File: src/rtl/ram_pkg.sv
// Shared types for the RAM-side protocol and the multi-channel arbiter.
package ram_pkg;

  typedef enum logic [1:0] {
    FREE   = 2'd0,
    BUSY   = 2'd1,
    ACCESS = 2'd2,
    ERROR  = 2'd3
  } ramstate_t;

  typedef enum logic [1:0] {
    ARB   = 2'd0,
    GRANT = 2'd1,
    DONE  = 2'd2
  } arb_state_t;

endpackage

File: src/rtl/ram_arbiter_rr_picker.sv
// Combinational round-robin search: first set request bit at or after ptr, wrapping at NCH-1.
module rr_picker #(
  parameter int NCH = 4,
  parameter int PW  = $clog2(NCH)
) (
  input  logic [NCH-1:0] req,
  input  logic [PW-1:0]  ptr,
  output logic [PW-1:0]  idx,
  output logic           vld
);

  function automatic logic [PW-1:0] wrap_add(input logic [PW-1:0] p, input int k);
    int s;
    s = int'(p) + k;
    if (s >= NCH) s = s - NCH;
    return PW'(s);
  endfunction

  // Scan from the farthest offset down so the nearest requester wins.
  always_comb begin
    idx = '0;
    vld = 1'b0;
    for (int k = NCH - 1; k >= 0; k--) begin
      if (req[wrap_add(ptr, k)]) begin
        idx = wrap_add(ptr, k);
        vld = 1'b1;
      end
    end
  end

endmodule

File: src/rtl/ram_arbiter.sv
// N-channel round-robin arbiter multiplexing cpu-side RAM requesters onto one RAM port.
module ram_arbiter
  import ram_pkg::*;
#(
  parameter int NCH     = 4,
  parameter int ADDR_W  = 32,
  parameter int DATA_W  = 32,
  parameter int TIMEOUT = 64
) (
  input  logic                          clk,
  input  logic                          rst,
  input  logic [NCH-1:0]                ch_ren,
  input  logic [NCH-1:0]                ch_wen,
  input  logic [NCH-1:0][ADDR_W-1:0]    ch_addr,
  input  logic [NCH-1:0][DATA_W-1:0]    ch_store,
  output ramstate_t [NCH-1:0]           ch_state,
  output logic [NCH-1:0][DATA_W-1:0]    ch_load,
  output logic                          ramREN,
  output logic                          ramWEN,
  output logic [ADDR_W-1:0]             ramaddr,
  output logic [DATA_W-1:0]             ramstore,
  input  ramstate_t                     ramstate,
  input  logic [DATA_W-1:0]             ramload
);

  localparam int PW = $clog2(NCH);
  localparam int WW = $clog2(TIMEOUT);

  arb_state_t     state, state_nx;
  logic [PW-1:0]  gnt, rr_ptr, pick_idx;
  logic           pick_vld;
  logic [WW-1:0]  wd_cnt;
  logic [NCH-1:0] req;
  logic           gnt_req, done_hit, tmo_hit, abort_hit;

  function automatic logic [PW-1:0] next_idx(input logic [PW-1:0] p);
    return (p == PW'(NCH - 1)) ? '0 : p + 1'b1;
  endfunction

  assign req       = ch_ren | ch_wen;
  assign gnt_req   = req[gnt];
  assign done_hit  = (state == GRANT) && (ramstate == ACCESS || ramstate == ERROR);
  assign tmo_hit   = (state == GRANT) && !done_hit && (wd_cnt == WW'(TIMEOUT - 1));
  assign abort_hit = (state == GRANT) && !done_hit && !tmo_hit && !gnt_req;

  rr_picker #(.NCH(NCH), .PW(PW)) u_pick (
    .req (req),
    .ptr (rr_ptr),
    .idx (pick_idx),
    .vld (pick_vld)
  );

  always_ff @(posedge clk or posedge rst) begin
    if (rst) state <= ARB;
    else     state <= state_nx;
  end

  always_comb begin
    state_nx = state;
    unique case (state)
      ARB:     if (pick_vld) state_nx = GRANT;
      GRANT: begin
        if (done_hit || tmo_hit) state_nx = DONE;
        else if (abort_hit)      state_nx = ARB;
      end
      DONE:    state_nx = ARB;
      default: state_nx = ARB;
    endcase
  end

  // Grant index, fairness pointer and watchdog advance with the FSM.
  always_ff @(posedge clk or posedge rst) begin
    if (rst) begin
      gnt    <= '0;
      rr_ptr <= '0;
      wd_cnt <= '0;
    end else begin
      unique case (state)
        ARB: begin
          if (pick_vld) begin
            gnt    <= pick_idx;
            wd_cnt <= '0;
          end
        end
        GRANT: begin
          if (abort_hit) rr_ptr <= next_idx(gnt);
          else if (!done_hit && !tmo_hit && wd_cnt != '1) wd_cnt <= wd_cnt + 1'b1;
        end
        DONE:    rr_ptr <= next_idx(gnt);
        default: ;
      endcase
    end
  end

  always_comb begin
    ramREN   = 1'b0;
    ramWEN   = 1'b0;
    ramaddr  = '0;
    ramstore = '0;
    for (int i = 0; i < NCH; i++) begin
      ch_state[i] = req[i] ? BUSY : FREE;
      ch_load[i]  = '0;
    end
    if (state == GRANT) begin
      // Write takes precedence when a channel raises both enables.
      ramWEN        = ch_wen[gnt];
      ramREN        = ch_ren[gnt] & ~ch_wen[gnt];
      ramaddr       = ch_addr[gnt];
      ramstore      = ch_store[gnt];
      ch_state[gnt] = tmo_hit ? ERROR : ramstate;
      ch_load[gnt]  = ramload;
    end
  end

endmodule

File: config.mk
export PLATFORM = sky130hd
export DESIGN_NAME = ram_arbiter
export DESIGN_NICKNAME = d
export VERILOG_FILES = /design/src/rtl/ram_pkg.sv /design/src/rtl/ram_arbiter_rr_picker.sv /design/src/rtl/ram_arbiter.sv
export SDC_FILE = /design/constraint.sdc
export NUM_CORES = 1
export LEC_CHECK = 0
export ABC_AREA = 1
export BUFFER_PORTS_ARGS = -buffer_cell sky130_fd_sc_hd__clkbuf_2
export CAP_MARGIN = 10
export CORE_AREA = 2 2 197 199
export CTS_BUF_LIST = sky130_fd_sc_hd__clkbuf_4 sky130_fd_sc_hd__clkbuf_8 sky130_fd_sc_hd__clkbuf_16
export DETAILED_ROUTE_END_ITERATION = 7
export DIE_AREA = 0 0 199 201
export GPL_TIMING_DRIVEN = 1
export SLEW_MARGIN = 20
export SYNTH_ARGS = -nofsm -noshare
export SYNTH_HDL_FRONTEND = slang
export SYNTH_SLANG_ARGS = --single-unit
File: constraint.sdc
create_clock -name clk -period 7.2 [get_ports clk]
set_clock_uncertainty 0.1 [all_clocks]
set_input_delay 2.16 -clock clk [delete_from_list [all_inputs] [get_ports clk]]
set_output_delay 2.16 -clock clk [all_outputs]
set_load 0.01 [all_outputs]
==> metrics.txt, run 1 <==
# TYPE chip_impl_metric gauge
chip_impl_metric{name="final.fill_count",unit=""} 4529
chip_impl_metric{name="drt_first_pass_iters",unit=""} 6
chip_impl_metric{name="timing.final.crit_share",unit=""} 0.766
chip_impl_info{name="synth.cells.most_frequent",value="412 x sky130_fd_sc_hd__nor2_1, 133 x sky130_fd_sc_hd__o21ai_0, 69 x sky130_fd_sc_hd__a21oi_1"} 1
chip_impl_info{name="synthFlopType",value="sky130_fd_sc_hd__dfrtp_1"} 1
chip_impl_metric{name="maxCapViolCount",unit=""} 0
chip_impl_metric{name="post-cts-setup-buffers",unit=""} 0
chip_impl_metric{name="htreeDepth",unit=""} 1
chip_impl_metric{name="yosysSeqAreaShare",unit=""} 0.0768
chip_impl_metric{name="timing.setup.tns",unit="ns"} 0
chip_impl_metric{name="instance_area_after_placement",unit="µm²"} 6840
chip_impl_metric{name="synth.lib_cells_used.distinct",unit=""} 33
chip_impl_metric{name="floorplan.rows",unit=""} 72
chip_impl_metric{name="synthArstFlopShare",unit=""} 1.00
chip_impl_info{name="cp-endpoint",value="ramstore[17]"} 1
chip_impl_info{name="worst_setup_path_end_kind",value="primary output"} 1
chip_impl_metric{name="arrival",unit="ns"} 3.26
chip_impl_metric{name="p_leak",unit="µW"} 0.00394
chip_impl_metric{name="floorplan.initialDensity",unit=""} 0.103
chip_impl_info{name="slowest_stage",value="sky130_fd_sc_hd__o21ai_0"} 1
chip_impl_info{name="timing.rr.end",value="wd_cnt[4]"} 1
chip_impl_metric{name="fraction_of_final_layout_cells_with_drive_strength_greater_than_1",unit=""} 0.416
chip_impl_info{name="highest_layer",value="met4"} 1
chip_impl_metric{name="tritoncts_num_sinks",unit=""} 12
chip_impl_metric{name="ios",unit=""} 502
chip_impl_metric{name="die_x",unit="µm"} 199
chip_impl_metric{name="netlist.area_leader.share",unit=""} 0.396
chip_impl_metric{name="routed_wl",unit="mm"} 23.8
chip_impl_metric{name="cp.depth",unit=""} 4
chip_impl_metric{name="grt_util_all_layers",unit=""} 0.106
chip_impl_metric{name="reg2reg_setup_slack",unit="ns"} 4.87
chip_impl_metric{name="synth_edf_count",unit=""} 0
chip_impl_info{name="hold_path.class",value="reg -> reg"} 1
chip_impl_metric{name="io_buffers",unit=""} 501
chip_impl_metric{name="overflow",unit=""} 0
chip_impl_info{name="crit_start",value="ch_store[113]"} 1
chip_impl_info{name="tritoncts_clock_tree",value="yes"} 1
chip_impl_metric{name="route.layer.met1.wl",unit="mm"} 9.71
chip_impl_metric{name="finish.utilization",unit=""} 0.182
chip_impl_info{name="synth_area_leaders",value="sky130_fd_sc_hd__nor2_1 40%, sky130_fd_sc_hd__o21ai_0 17%, sky130_fd_sc_hd__a21oi_1 8.8%"} 1
chip_impl_metric{name="pin_count_of_the_biggest_net_entering_global_routing",unit=""} 91
chip_impl_metric{name="worstPathMaxFanout",unit=""} 1
chip_impl_metric{name="area_growth",unit="%"} 77.2
chip_impl_metric{name="period_minus_slack",unit="ns"} 5.52
chip_impl_info{name="ctsRootBufferMaster",value="sky130_fd_sc_hd__clkbuf_16"} 1
chip_impl_metric{name="worst_supply_voltage_drop_on_vdd",unit="µV"} 132
chip_impl_info{name="worstPathCellList",value="clkbuf_2, o21ai_0, a21oi_1, clkbuf_2"} 1
chip_impl_metric{name="critPathBufInv",unit=""} 2
chip_impl_metric{name="synth.ff_latch_count",unit=""} 12
chip_impl_metric{name="detailroute.wirelength.met2",unit="mm"} 11.5
chip_impl_info{name="cp_top_family",value="compound AO/OA/AOI/OAI gates"} 1
chip_impl_metric{name="avgSynthCellArea",unit="µm²"} 4.68
chip_impl_info{name="synthDominantAreaCellType",value="sky130_fd_sc_hd__nor2_1"} 1
chip_impl_info{name="crit_type",value="in -> out"} 1
chip_impl_metric{name="slew_viol_final",unit=""} 0
chip_impl_metric{name="finish.net_count",unit=""} 1590
chip_impl_metric{name="slowest_delay",unit="ns"} 0.71
chip_impl_metric{name="synth-warning-count",unit=""} 0
chip_impl_info{name="critPathMostFrequentCell",value="sky130_fd_sc_hd__clkbuf_2"} 1
chip_impl_info{name="regToRegStartpoint",value="gnt[0]"} 1
chip_impl_metric{name="timing_worst_slew_pin_value",unit="ns"} 1.13
chip_impl_metric{name="dieHeight",unit="µm"} 201
chip_impl_metric{name="grt_pass1_wl",unit="mm"} 33.8
chip_impl_metric{name="p_per_area",unit="nW/µm²"} 333
chip_impl_info{name="synth.most_common_cell",value="sky130_fd_sc_hd__nor2_1"} 1
chip_impl_metric{name="via_count_of_the_first_global_routing_pass",unit=""} 6320
chip_impl_metric{name="antenna_found_initial",unit=""} 0
chip_impl_metric{name="reg2reg_depth",unit=""} 7
chip_impl_metric{name="drc_errors",unit=""} 0
chip_impl_metric{name="die_area",unit="µm²"} 40000
chip_impl_info{name="grt_setup_unrepaired",value="no"} 1
chip_impl_metric{name="hold_viol",unit=""} 0
chip_impl_metric{name="design.core.area",unit="µm²"} 38100
chip_impl_info{name="run_status",value="complete, no violations"} 1
chip_impl_metric{name="antenna_cells",unit=""} 0
chip_impl_metric{name="synthCells",unit=""} 835
chip_impl_metric{name="gp_congestion",unit=""} 0.907
chip_impl_metric{name="number_of_nets_with_antenna_violations_after_routing",unit=""} 0
chip_impl_metric{name="max-clock-path-buffers",unit=""} 2
chip_impl_metric{name="dp.final_hpwl",unit="mm"} 19.5
chip_impl_metric{name="syn-num-nets",unit=""} 1140
chip_impl_metric{name="detail_route.wl_per_cell",unit="µm"} 13.2
chip_impl_metric{name="timing.critical_path.required",unit="ns"} 4.94
chip_impl_metric{name="tritoncts.num_buffers",unit=""} 3
chip_impl_metric{name="drt_iter0_markers",unit=""} 549
chip_impl_metric{name="total_of_hold_buffers_inserted_after_clock_tree_synthesis",unit=""} 0
chip_impl_metric{name="ctsResizeCount",unit=""} 0
chip_impl_metric{name="worstSkewPairLatency",unit="ns"} 0.24
chip_impl_metric{name="wl_met3",unit="mm"} 2.21
chip_impl_metric{name="max_slew_margin",unit=""} 0.248
chip_impl_metric{name="synth.cell_area",unit="µm²"} 3910
chip_impl_metric{name="routed-via-count",unit=""} 7101
chip_impl_metric{name="setup-violations-final",unit=""} 0
chip_impl_metric{name="timing.fmax",unit="GHz"} 0.181
chip_impl_info{name="critPathLaunchType",value="primary input"} 1
chip_impl_metric{name="layout.cell_area.non_filler",unit="µm²"} 6930
chip_impl_metric{name="worst_setup_hold_path_clk_slew",unit="ns"} 0.04
chip_impl_metric{name="avgViaCountPerCell",unit=""} 3.94
state kept, by name (all words and copies together) (netlist names):
register,flops
rr_ptr,2
state,2
wd_cnt,6
gnt,2
through the flow:
stage	total power, µW	hold slack (ns)	setup slack [ns]	std cells
2_1_floorplan	1450	0.402	2.05	835
3_3_place_gp	2180	0.432	1.70	1798
3_5_place_dp	2210	0.429	1.68	1798
4_1_cts	2320	0.441	1.68	1802
5_1_grt	2550	0.463	1.62	1802
6_report	2310	0.439	1.68	1802
final cells by class:
cell class              count  area [µm²]  area share
clock buffers               4        88.8      0.0128
inverters                  55         209      0.0302
multi-input cells         704        3090       0.447
flip-flops and latches     12         305      0.0441
well taps                 518         648      0.0936
repair buffers            509        2580       0.373
routing by layer:
layer,track usage,vias to the layer above
met5,0,-
met4,0.0221,0
met3,0.0210,23
met2,0.187,335
met1,0.132,3212
li1,-,3531
worst min path at each step:
stage          startpoint         to  slack, ns  cells past startpoint
4_1_cts         wd_cnt[1]  wd_cnt[1]       0.44                      2
3_5_place_dp    wd_cnt[1]  wd_cnt[1]       0.43                      2
2_1_floorplan   wd_cnt[1]  wd_cnt[1]       0.40                      2
6_report        wd_cnt[1]  wd_cnt[1]       0.44                      2
5_1_grt         wd_cnt[1]  wd_cnt[1]       0.46                      2
3_3_place_gp    wd_cnt[1]  wd_cnt[1]       0.43                      2
cell families after synthesis:
family,Yosys count,synth area share
and+or+nand+nor,482,0.482
adders and majority gates,5,0.0160
xor gates and xnor gates,4,0.00897
DFF,12,0.0768
buffers and inverters,119,0.133
AOI/OAI and AO/OA,213,0.283
cells in the final DEF, fill, tap and decap left out:
cell and count:
sky130_fd_sc_hd__nor3_2 1, sky130_fd_sc_hd__buf_12 1, sky130_fd_sc_hd__clkbuf_16 3, sky130_fd_sc_hd__o21ai_0 133, sky130_fd_sc_hd__inv_4 1, sky130_fd_sc_hd__xnor2_1 2, sky130_fd_sc_hd__a21oi_1 69, sky130_fd_sc_hd__nand4_1 1
sky130_fd_sc_hd__dfrtp_1 10, sky130_fd_sc_hd__clkbuf_8 1, sky130_fd_sc_hd__a2111oi_1 1, sky130_fd_sc_hd__buf_4 7, sky130_fd_sc_hd__o21ai_2 4, sky130_fd_sc_hd__o211ai_1 1, sky130_fd_sc_hd__inv_2 3, sky130_fd_sc_hd__o21a_1 1
sky130_fd_sc_hd__nand2_2 4, sky130_fd_sc_hd__o21ai_4 1, sky130_fd_sc_hd__a21boi_1 1, sky130_fd_sc_hd__nand2_1 42, sky130_fd_sc_hd__ha_1 5, sky130_fd_sc_hd__nand2_4 2, sky130_fd_sc_hd__inv_1 51, sky130_fd_sc_hd__nor3b_1 2
sky130_fd_sc_hd__nor3_1 1, sky130_fd_sc_hd__nor2_1 412, sky130_fd_sc_hd__nand3_2 2, sky130_fd_sc_hd__dfrtp_4 1, sky130_fd_sc_hd__a21o_1 1, sky130_fd_sc_hd__dfrtp_2 1, sky130_fd_sc_hd__xor2_1 2, sky130_fd_sc_hd__o21ai_1 1
sky130_fd_sc_hd__clkbuf_2 501, sky130_fd_sc_hd__nand3_1 14, sky130_fd_sc_hd__nor2_4 1
power breakdown:
part	total (µW)	internal [µW]	switching, µW
sequential	173	91.4	81.4
combinational	2020	686	1340
clock	113	83.8	29.1
worst reg2reg max path, delay by kind of cell (launching register included):
kind | cells | cell delay, ns
compound gates | 2 | 0.46
buf+inv | 1 | 0.36
flops | 1 | 0.85
simple gates | 4 | 0.45
Note: power is estimated with default switching activity, not from simulation.
==> run 2: changes to the inputs <==
--- a/config.mk
+++ b/config.mk
@@ -8,10 +8,10 @@
 export ABC_AREA = 1
 export BUFFER_PORTS_ARGS = -buffer_cell sky130_fd_sc_hd__clkbuf_2
 export CAP_MARGIN = 10
-export CORE_AREA = 2 2 197 199
+export CORE_AREA = 2 2 198 200
 export CTS_BUF_LIST = sky130_fd_sc_hd__clkbuf_4 sky130_fd_sc_hd__clkbuf_8 sky130_fd_sc_hd__clkbuf_16
 export DETAILED_ROUTE_END_ITERATION = 7
-export DIE_AREA = 0 0 199 201
+export DIE_AREA = 0 0 200 202
 export GPL_TIMING_DRIVEN = 1
 export SLEW_MARGIN = 20
 export SYNTH_ARGS = -nofsm -noshare
==> constraint.sdc (replaced) <==
create_clock -name clk -period 4.8 [get_ports clk]
set_clock_uncertainty 0.1 [all_clocks]
set_input_delay 1.44 -clock clk [delete_from_list [all_inputs] [get_ports clk]]
set_output_delay 1.44 -clock clk [all_outputs]
set_load 0.01 [all_outputs]
==> run 2 against run 1 <==
  * Hold slack gained 0.012 ns
  * Register-to-register slack lost 2.3 ns
  * Sequential power up 8%
  * Cell area rose by 0.13%
  * Critical path depth increased by 2
  * Critical endpoint is now ramREN
==> metrics.txt, run 2 (same netlist as run 1, synthesis figures left out) <==
# TYPE chip_impl_metric gauge
chip_impl_metric{name="layout.cell_area.non_filler",unit="µm²"} 6930
chip_impl_metric{name="maxCapViolCount",unit=""} 0
chip_impl_metric{name="drt_first_pass_iters",unit=""} 5
chip_impl_info{name="grt_setup_unrepaired",value="no"} 1
chip_impl_metric{name="design.core.area",unit="µm²"} 38300
chip_impl_metric{name="avgViaCountPerCell",unit=""} 3.95
chip_impl_info{name="crit_type",value="in -> out"} 1
chip_impl_metric{name="p_per_area",unit="nW/µm²"} 503
chip_impl_info{name="max_flop_register",value="wd_cnt"} 1
chip_impl_metric{name="dieHeight",unit="µm"} 202
chip_impl_info{name="final_common_cell",value="sky130_fd_sc_hd__clkbuf_2"} 1
chip_impl_metric{name="floorplan.rows",unit=""} 72
chip_impl_metric{name="via_count_of_the_first_global_routing_pass",unit=""} 6338
chip_impl_metric{name="largest_reg_flops",unit=""} 6
chip_impl_metric{name="finish.net_count",unit=""} 1592
chip_impl_info{name="ctsRootBufferMaster",value="sky130_fd_sc_hd__clkbuf_16"} 1
chip_impl_metric{name="gp_congestion",unit=""} 0.906
chip_impl_metric{name="overflow",unit=""} 0
chip_impl_metric{name="setup-violations-final",unit=""} 0
chip_impl_info{name="slowest_stage",value="sky130_fd_sc_hd__a2111oi_1"} 1
chip_impl_metric{name="worstSkewPairLatency",unit="ns"} 0.25
chip_impl_metric{name="antenna_found_initial",unit=""} 0
chip_impl_metric{name="floorplan.initialDensity",unit=""} 0.102
chip_impl_metric{name="post-place-cells",unit=""} 1800
chip_impl_metric{name="ios",unit=""} 502
chip_impl_metric{name="p_leak",unit="µW"} 0.00394
chip_impl_info{name="hold_path.class",value="reg -> reg"} 1
chip_impl_metric{name="routed_wl",unit="mm"} 24.2
chip_impl_metric{name="routed-via-count",unit=""} 7122
chip_impl_metric{name="period_minus_slack",unit="ns"} 4.09
chip_impl_metric{name="drt_iter0_markers",unit=""} 533
chip_impl_metric{name="timing.fmax",unit="GHz"} 0.244
chip_impl_metric{name="worstPathMaxFanout",unit=""} 2
chip_impl_metric{name="htreeDepth",unit=""} 1
chip_impl_info{name="run_status",value="complete, no violations"} 1
chip_impl_metric{name="grt_pass1_wl",unit="mm"} 34.3
chip_impl_metric{name="arrival",unit="ns"} 2.55
chip_impl_metric{name="timing.setup.tns",unit="ns"} 0
chip_impl_metric{name="io_buffers",unit=""} 501
chip_impl_metric{name="number_of_nets_with_antenna_violations_after_routing",unit=""} 0
chip_impl_metric{name="drc_errors",unit=""} 0
chip_impl_metric{name="die_area",unit="µm²"} 40400
chip_impl_metric{name="timing_worst_slew_pin_value",unit="ns"} 1.11
chip_impl_metric{name="detail_route.wl_per_cell",unit="µm"} 13.4
chip_impl_metric{name="worst_setup_hold_path_clk_slew",unit="ns"} 0.05
chip_impl_info{name="tritoncts_clock_tree",value="yes"} 1
chip_impl_metric{name="slew_viol_final",unit=""} 0
chip_impl_metric{name="post-place-ws",unit="ns"} 0.645
chip_impl_metric{name="slowest_delay",unit="ns"} 0.44
chip_impl_metric{name="finish.utilization",unit=""} 0.181
chip_impl_info{name="worst_setup_path_end_kind",value="primary output"} 1
chip_impl_metric{name="instance_area_after_placement",unit="µm²"} 6850
chip_impl_metric{name="ctsResizeCount",unit=""} 0
chip_impl_metric{name="timing.final.crit_share",unit=""} 0.853
chip_impl_metric{name="tritoncts_num_sinks",unit=""} 12
chip_impl_metric{name="critPathBufInv",unit=""} 2
chip_impl_info{name="critPathMostFrequentCell",value="sky130_fd_sc_hd__clkbuf_2"} 1
chip_impl_info{name="cp_top_family",value="compound AO/OA/AOI/OAI gates"} 1
chip_impl_metric{name="tritoncts.num_buffers",unit=""} 3
chip_impl_metric{name="worst_supply_voltage_drop_on_vdd",unit="µV"} 192
chip_impl_metric{name="finish.cell_count_without_fillers",unit=""} 1804
chip_impl_metric{name="dp.final_hpwl",unit="mm"} 19.9
chip_impl_metric{name="max_slew_margin",unit=""} 0.261
chip_impl_metric{name="antenna_cells",unit=""} 0
chip_impl_metric{name="fraction_of_final_layout_cells_with_drive_strength_greater_than_1",unit=""} 0.417
chip_impl_info{name="most-common-layout-cells",value="501 x sky130_fd_sc_hd__clkbuf_2, 412 x sky130_fd_sc_hd__nor2_1, 133 x sky130_fd_sc_hd__o21ai_0"} 1
chip_impl_metric{name="hold_viol",unit=""} 0
chip_impl_info{name="critPathLaunchType",value="primary input"} 1
chip_impl_info{name="worstPathCellList",value="clkbuf_2, nand2_1, o21a_1, a21oi_1, a2111oi_1, clkbuf_2"} 1
chip_impl_metric{name="total_of_hold_buffers_inserted_after_clock_tree_synthesis",unit=""} 0
chip_impl_metric{name="max-clock-path-buffers",unit=""} 2
chip_impl_metric{name="final.fill_count",unit=""} 4497
chip_impl_metric{name="pin_count_of_the_biggest_net_entering_global_routing",unit=""} 86
chip_impl_metric{name="die_x",unit="µm"} 200
chip_impl_metric{name="area_growth",unit="%"} 77.5
chip_impl_metric{name="timing.critical_path.required",unit="ns"} 3.26
chip_impl_metric{name="post-cts-setup-buffers",unit=""} 0
chip_impl_metric{name="setup_ws",unit="ns"} 0.708
chip_impl_metric{name="grt_util_all_layers",unit=""} 0.107
-- run 2: changes by cell type in the layout (fill, tap and decap cells not counted), sizes merged --
cell  delta
buf      +2
-- run 2: layout make-up --
cell class,count,area [µm²],share of cell area
tap,518,648,0.0935
clock buffer,4,82.6,0.0119
multi-input combinational,704,3090,0.446
inverter,55,209,0.0301
sequential,12,305,0.0440
timing repair buffer,511,2590,0.374
-- run 2: path summary, 6_finish.rpt --
kind	startpoint	endpoint	slack [ns]	cells past startpoint
max reg2reg	gnt[0]	wd_cnt[4]	2.62	7
min	wd_cnt[1]	wd_cnt[1]	0.45	2
min reg2reg	wd_cnt[1]	wd_cnt[1]	0.45	2
max	ch_wen[1]	ramREN	0.71	6
max in group asynchronous	rst	gnt[0]	3.14	2
min in group asynchronous	rst	wd_cnt[2]	1.09	2
-- run 2: metal layers --
metal	part of all wire	up-vias	global-route usage
met3	0.064	21	0.00901
met4	0.0081	0	0.0127
li1	-	3535	-
met5	0	-	0
met2	0.49	300	0.191
met1	0.44	3266	0.142
-- run 2: tightest hold or removal path, cell delays in order (launching register included) --
cell	delay (ns)
sky130_fd_sc_hd__dfrtp_1	0.37
sky130_fd_sc_hd__nand3_1	0.09
sky130_fd_sc_hd__nand2_1	0.06
-- run 2: through the flow --
stage                     power (µW)  hold WS [ns]
final                           3490         0.451
after global routing            3860         0.509
after CTS                       3490         0.459
after detailed placement        3320         0.446
after global placement          3290         0.434
after floorplan                 2180         0.402
-- run 2: report_power, final --
group	internal (µW)	switching, µW
Combinational	1050	2090
Clock	118	47.6
Sequential	139	48.5
Total	1300	2190
==> run 3: changes to the inputs <==
--- a/config.mk
+++ b/config.mk
@@ -8,10 +8,10 @@
 export ABC_AREA = 1
 export BUFFER_PORTS_ARGS = -buffer_cell sky130_fd_sc_hd__clkbuf_2
 export CAP_MARGIN = 10
-export CORE_AREA = 2 2 198 200
+export CORE_AREA = 2 2 194 196
 export CTS_BUF_LIST = sky130_fd_sc_hd__clkbuf_4 sky130_fd_sc_hd__clkbuf_8 sky130_fd_sc_hd__clkbuf_16
 export DETAILED_ROUTE_END_ITERATION = 7
-export DIE_AREA = 0 0 200 202
+export DIE_AREA = 0 0 196 198
 export GPL_TIMING_DRIVEN = 1
 export SLEW_MARGIN = 20
 export SYNTH_ARGS = -nofsm -noshare
==> constraint.sdc (replaced) <==
create_clock -name clk -period 4.24 [get_ports clk]
set_clock_uncertainty 0.1 [all_clocks]
set_input_delay 1.272 -clock clk [delete_from_list [all_inputs] [get_ports clk]]
set_output_delay 1.272 -clock clk [all_outputs]
set_load 0.01 [all_outputs]
==> run 3 against run 2 <==
  * Sequential share of layout area is essentially flat
  * Routed wire length shrank 1.6%
  * Global-route usage grew 0.11 points
  * Critical path depth grew 2
  * Count of clock-buffer cells in the layout is the same
  * Critical path type is now reg -> out
  * Largest power group unchanged
  * Highest routed layer unchanged
==> metrics.txt, run 3 (same netlist as run 1, synthesis figures left out) <==
# TYPE chip_impl_metric gauge
chip_impl_metric{name="timing_worst_slew_pin_value",unit="ns"} 1.12
chip_impl_metric{name="htreeDepth",unit=""} 1
chip_impl_info{name="max_flop_register",value="wd_cnt"} 1
chip_impl_metric{name="finish.net_count",unit=""} 1594
chip_impl_metric{name="arrival",unit="ns"} 2.45
chip_impl_metric{name="setup-violations-final",unit=""} 0
chip_impl_metric{name="floorplan.rows",unit=""} 71
chip_impl_metric{name="routed-via-count",unit=""} 7120
chip_impl_metric{name="p_leak",unit="µW"} 0.00395
chip_impl_metric{name="tritoncts_num_sinks",unit=""} 12
chip_impl_metric{name="detail_route.wl_per_cell",unit="µm"} 13.5
chip_impl_metric{name="grt_pass1_wl",unit="mm"} 33.3
chip_impl_metric{name="area_growth",unit="%"} 76.7
chip_impl_metric{name="worstPathMaxFanout",unit=""} 40
chip_impl_metric{name="max_slew_margin",unit=""} 0.256
chip_impl_metric{name="dp.final_hpwl",unit="mm"} 19.7
chip_impl_metric{name="max-clock-path-buffers",unit=""} 2
chip_impl_metric{name="ios",unit=""} 502
chip_impl_metric{name="gp_congestion",unit=""} 0.910
chip_impl_metric{name="tritoncts.num_buffers",unit=""} 3
chip_impl_info{name="run_status",value="complete, no violations"} 1
chip_impl_metric{name="finish.cell_count_without_fillers",unit=""} 1763
chip_impl_metric{name="timing.setup.tns",unit="ns"} 0
chip_impl_metric{name="instance_area_after_placement",unit="µm²"} 6810
chip_impl_metric{name="timing.critical_path.required",unit="ns"} 2.87
chip_impl_metric{name="p_per_area",unit="nW/µm²"} 576
chip_impl_info{name="final_common_cell",value="sky130_fd_sc_hd__clkbuf_2"} 1
chip_impl_info{name="slowest_stage",value="sky130_fd_sc_hd__dfrtp_4"} 1
chip_impl_metric{name="avgViaCountPerCell",unit=""} 4.04
chip_impl_metric{name="slowest_delay",unit="ns"} 0.49
chip_impl_metric{name="dieHeight",unit="µm"} 198
chip_impl_info{name="worst_setup_path_end_kind",value="primary output"} 1
chip_impl_info{name="most-common-layout-cells",value="501 x sky130_fd_sc_hd__clkbuf_2, 412 x sky130_fd_sc_hd__nor2_1, 133 x sky130_fd_sc_hd__o21ai_0"} 1
chip_impl_metric{name="antenna_found_initial",unit=""} 1
chip_impl_metric{name="period_minus_slack",unit="ns"} 3.82
chip_impl_metric{name="layout.cell_area.non_filler",unit="µm²"} 6900
chip_impl_info{name="critPathLaunchType",value="flop"} 1
chip_impl_metric{name="largest_reg_flops",unit=""} 6
chip_impl_metric{name="post-cts-setup-buffers",unit=""} 0
chip_impl_metric{name="pin_count_of_the_biggest_net_entering_global_routing",unit=""} 96
chip_impl_metric{name="ctsResizeCount",unit=""} 0
chip_impl_info{name="grt_setup_unrepaired",value="no"} 1
chip_impl_metric{name="total_of_hold_buffers_inserted_after_clock_tree_synthesis",unit=""} 0
chip_impl_metric{name="number_of_nets_with_antenna_violations_after_routing",unit=""} 0
chip_impl_metric{name="fraction_of_final_layout_cells_with_drive_strength_greater_than_1",unit=""} 0.418
chip_impl_metric{name="slew_viol_final",unit=""} 0
chip_impl_metric{name="design.core.area",unit="µm²"} 37000
chip_impl_metric{name="worstSkewPairLatency",unit="ns"} 0.24
chip_impl_metric{name="io_buffers",unit=""} 501
chip_impl_info{name="worstPathCellList",value="inv_4, ha_1, inv_1, nor2_1, inv_1, buf_4, nor2_1, clkbuf_2"} 1
chip_impl_info{name="tritoncts_clock_tree",value="yes"} 1
chip_impl_metric{name="worst_supply_voltage_drop_on_vdd",unit="µV"} 235
chip_impl_metric{name="timing.final.crit_share",unit=""} 0.901
chip_impl_metric{name="post-place-cells",unit=""} 1758
chip_impl_metric{name="die_area",unit="µm²"} 38800
chip_impl_metric{name="overflow",unit=""} 0
chip_impl_metric{name="hold_viol",unit=""} 0
chip_impl_metric{name="timing.fmax",unit="GHz"} 0.262
chip_impl_metric{name="routed_wl",unit="mm"} 23.8
chip_impl_metric{name="drc_errors",unit=""} 0
chip_impl_metric{name="maxCapViolCount",unit=""} 0
chip_impl_metric{name="die_x",unit="µm"} 196
chip_impl_metric{name="worst_setup_hold_path_clk_slew",unit="ns"} 0.05
chip_impl_info{name="ctsRootBufferMaster",value="sky130_fd_sc_hd__clkbuf_16"} 1
chip_impl_metric{name="via_count_of_the_first_global_routing_pass",unit=""} 5919
chip_impl_metric{name="drt_iter0_markers",unit=""} 510
chip_impl_metric{name="grt_util_all_layers",unit=""} 0.108
chip_impl_metric{name="drt_first_pass_iters",unit=""} 5
chip_impl_info{name="hold_path.class",value="reg -> reg"} 1
chip_impl_metric{name="floorplan.initialDensity",unit=""} 0.106
chip_impl_info{name="crit_type",value="reg -> out"} 1
run 3: cell types whose count changed in the layout (fill, tap and decap cells not counted), sizes merged:
cell	change
buf	+2
diode	+1
run 3: worst max-delay path, delay by kind of cell, from the launching register on:
kind                       cells  cell delay [ns]
and+or+nand+nor                2             0.27
adders and majority gates      1             0.22
DFF                            1             0.49
buffers and inverters          5             1.23
run 3: per-stage QoR:
step | setup WS [ns] | power [µW] | hold WS, ns | util
floorplan | 0.863 | 2470 | 0.402 | -
global placement | 0.529 | 3750 | 0.426 | 0.184
detailed placement | 0.523 | 3780 | 0.436 | 0.184
CTS | 0.422 | 3990 | 0.447 | 0.187
global route | 0.166 | 4390 | 0.517 | 0.187
finish | 0.418 | 3970 | 0.444 | 0.187
run 3: cell type report:
| class | instances | area, µm² |
|---|---|---|
| fill | 4354 | 30100 |
| multi-input combinational | 704 | 3090 |
| timing repair buffer | 513 | 2610 |
| tap | 474 | 593 |
| sequential | 12 | 305 |
| inverter | 55 | 209 |
| clock buffer | 4 | 88.8 |
| antenna | 1 | 2.50 |
run 3: per-layer routing:
metal	up-vias	share of wire	track usage	wire length [µm]
met2	354	0.48	0.180	11400
met1	3191	0.44	0.149	10400
li1	3537	-	-	-
met4	0	0.022	0.0278	521
met5	-	0	0	0
met3	38	0.062	0.00886	1480
run 3: path summary, 6_finish.rpt:
check | from | end | slack (ns) | cells after the start
max | gnt[0] | ch_load[94] | 0.42 | 8
min | wd_cnt[1] | wd_cnt[1] | 0.44 | 2
max reg2reg | gnt[0] | wd_cnt[3] | 2.12 | 9
min reg2reg | wd_cnt[1] | wd_cnt[1] | 0.44 | 2
max in group asynchronous | rst | gnt[0] | 2.73 | 2
min in group asynchronous | rst | wd_cnt[0] | 0.93 | 2
run 3: power by group:
part	internal, µW	leakage, µW	switching (µW)	total (µW)
sequential	157	0.000153	52.8	210
combinational	1190	0.00376	2380	3570
clock	143	0.0000442	53.3	196
total	1490	0.00395	2480	3970
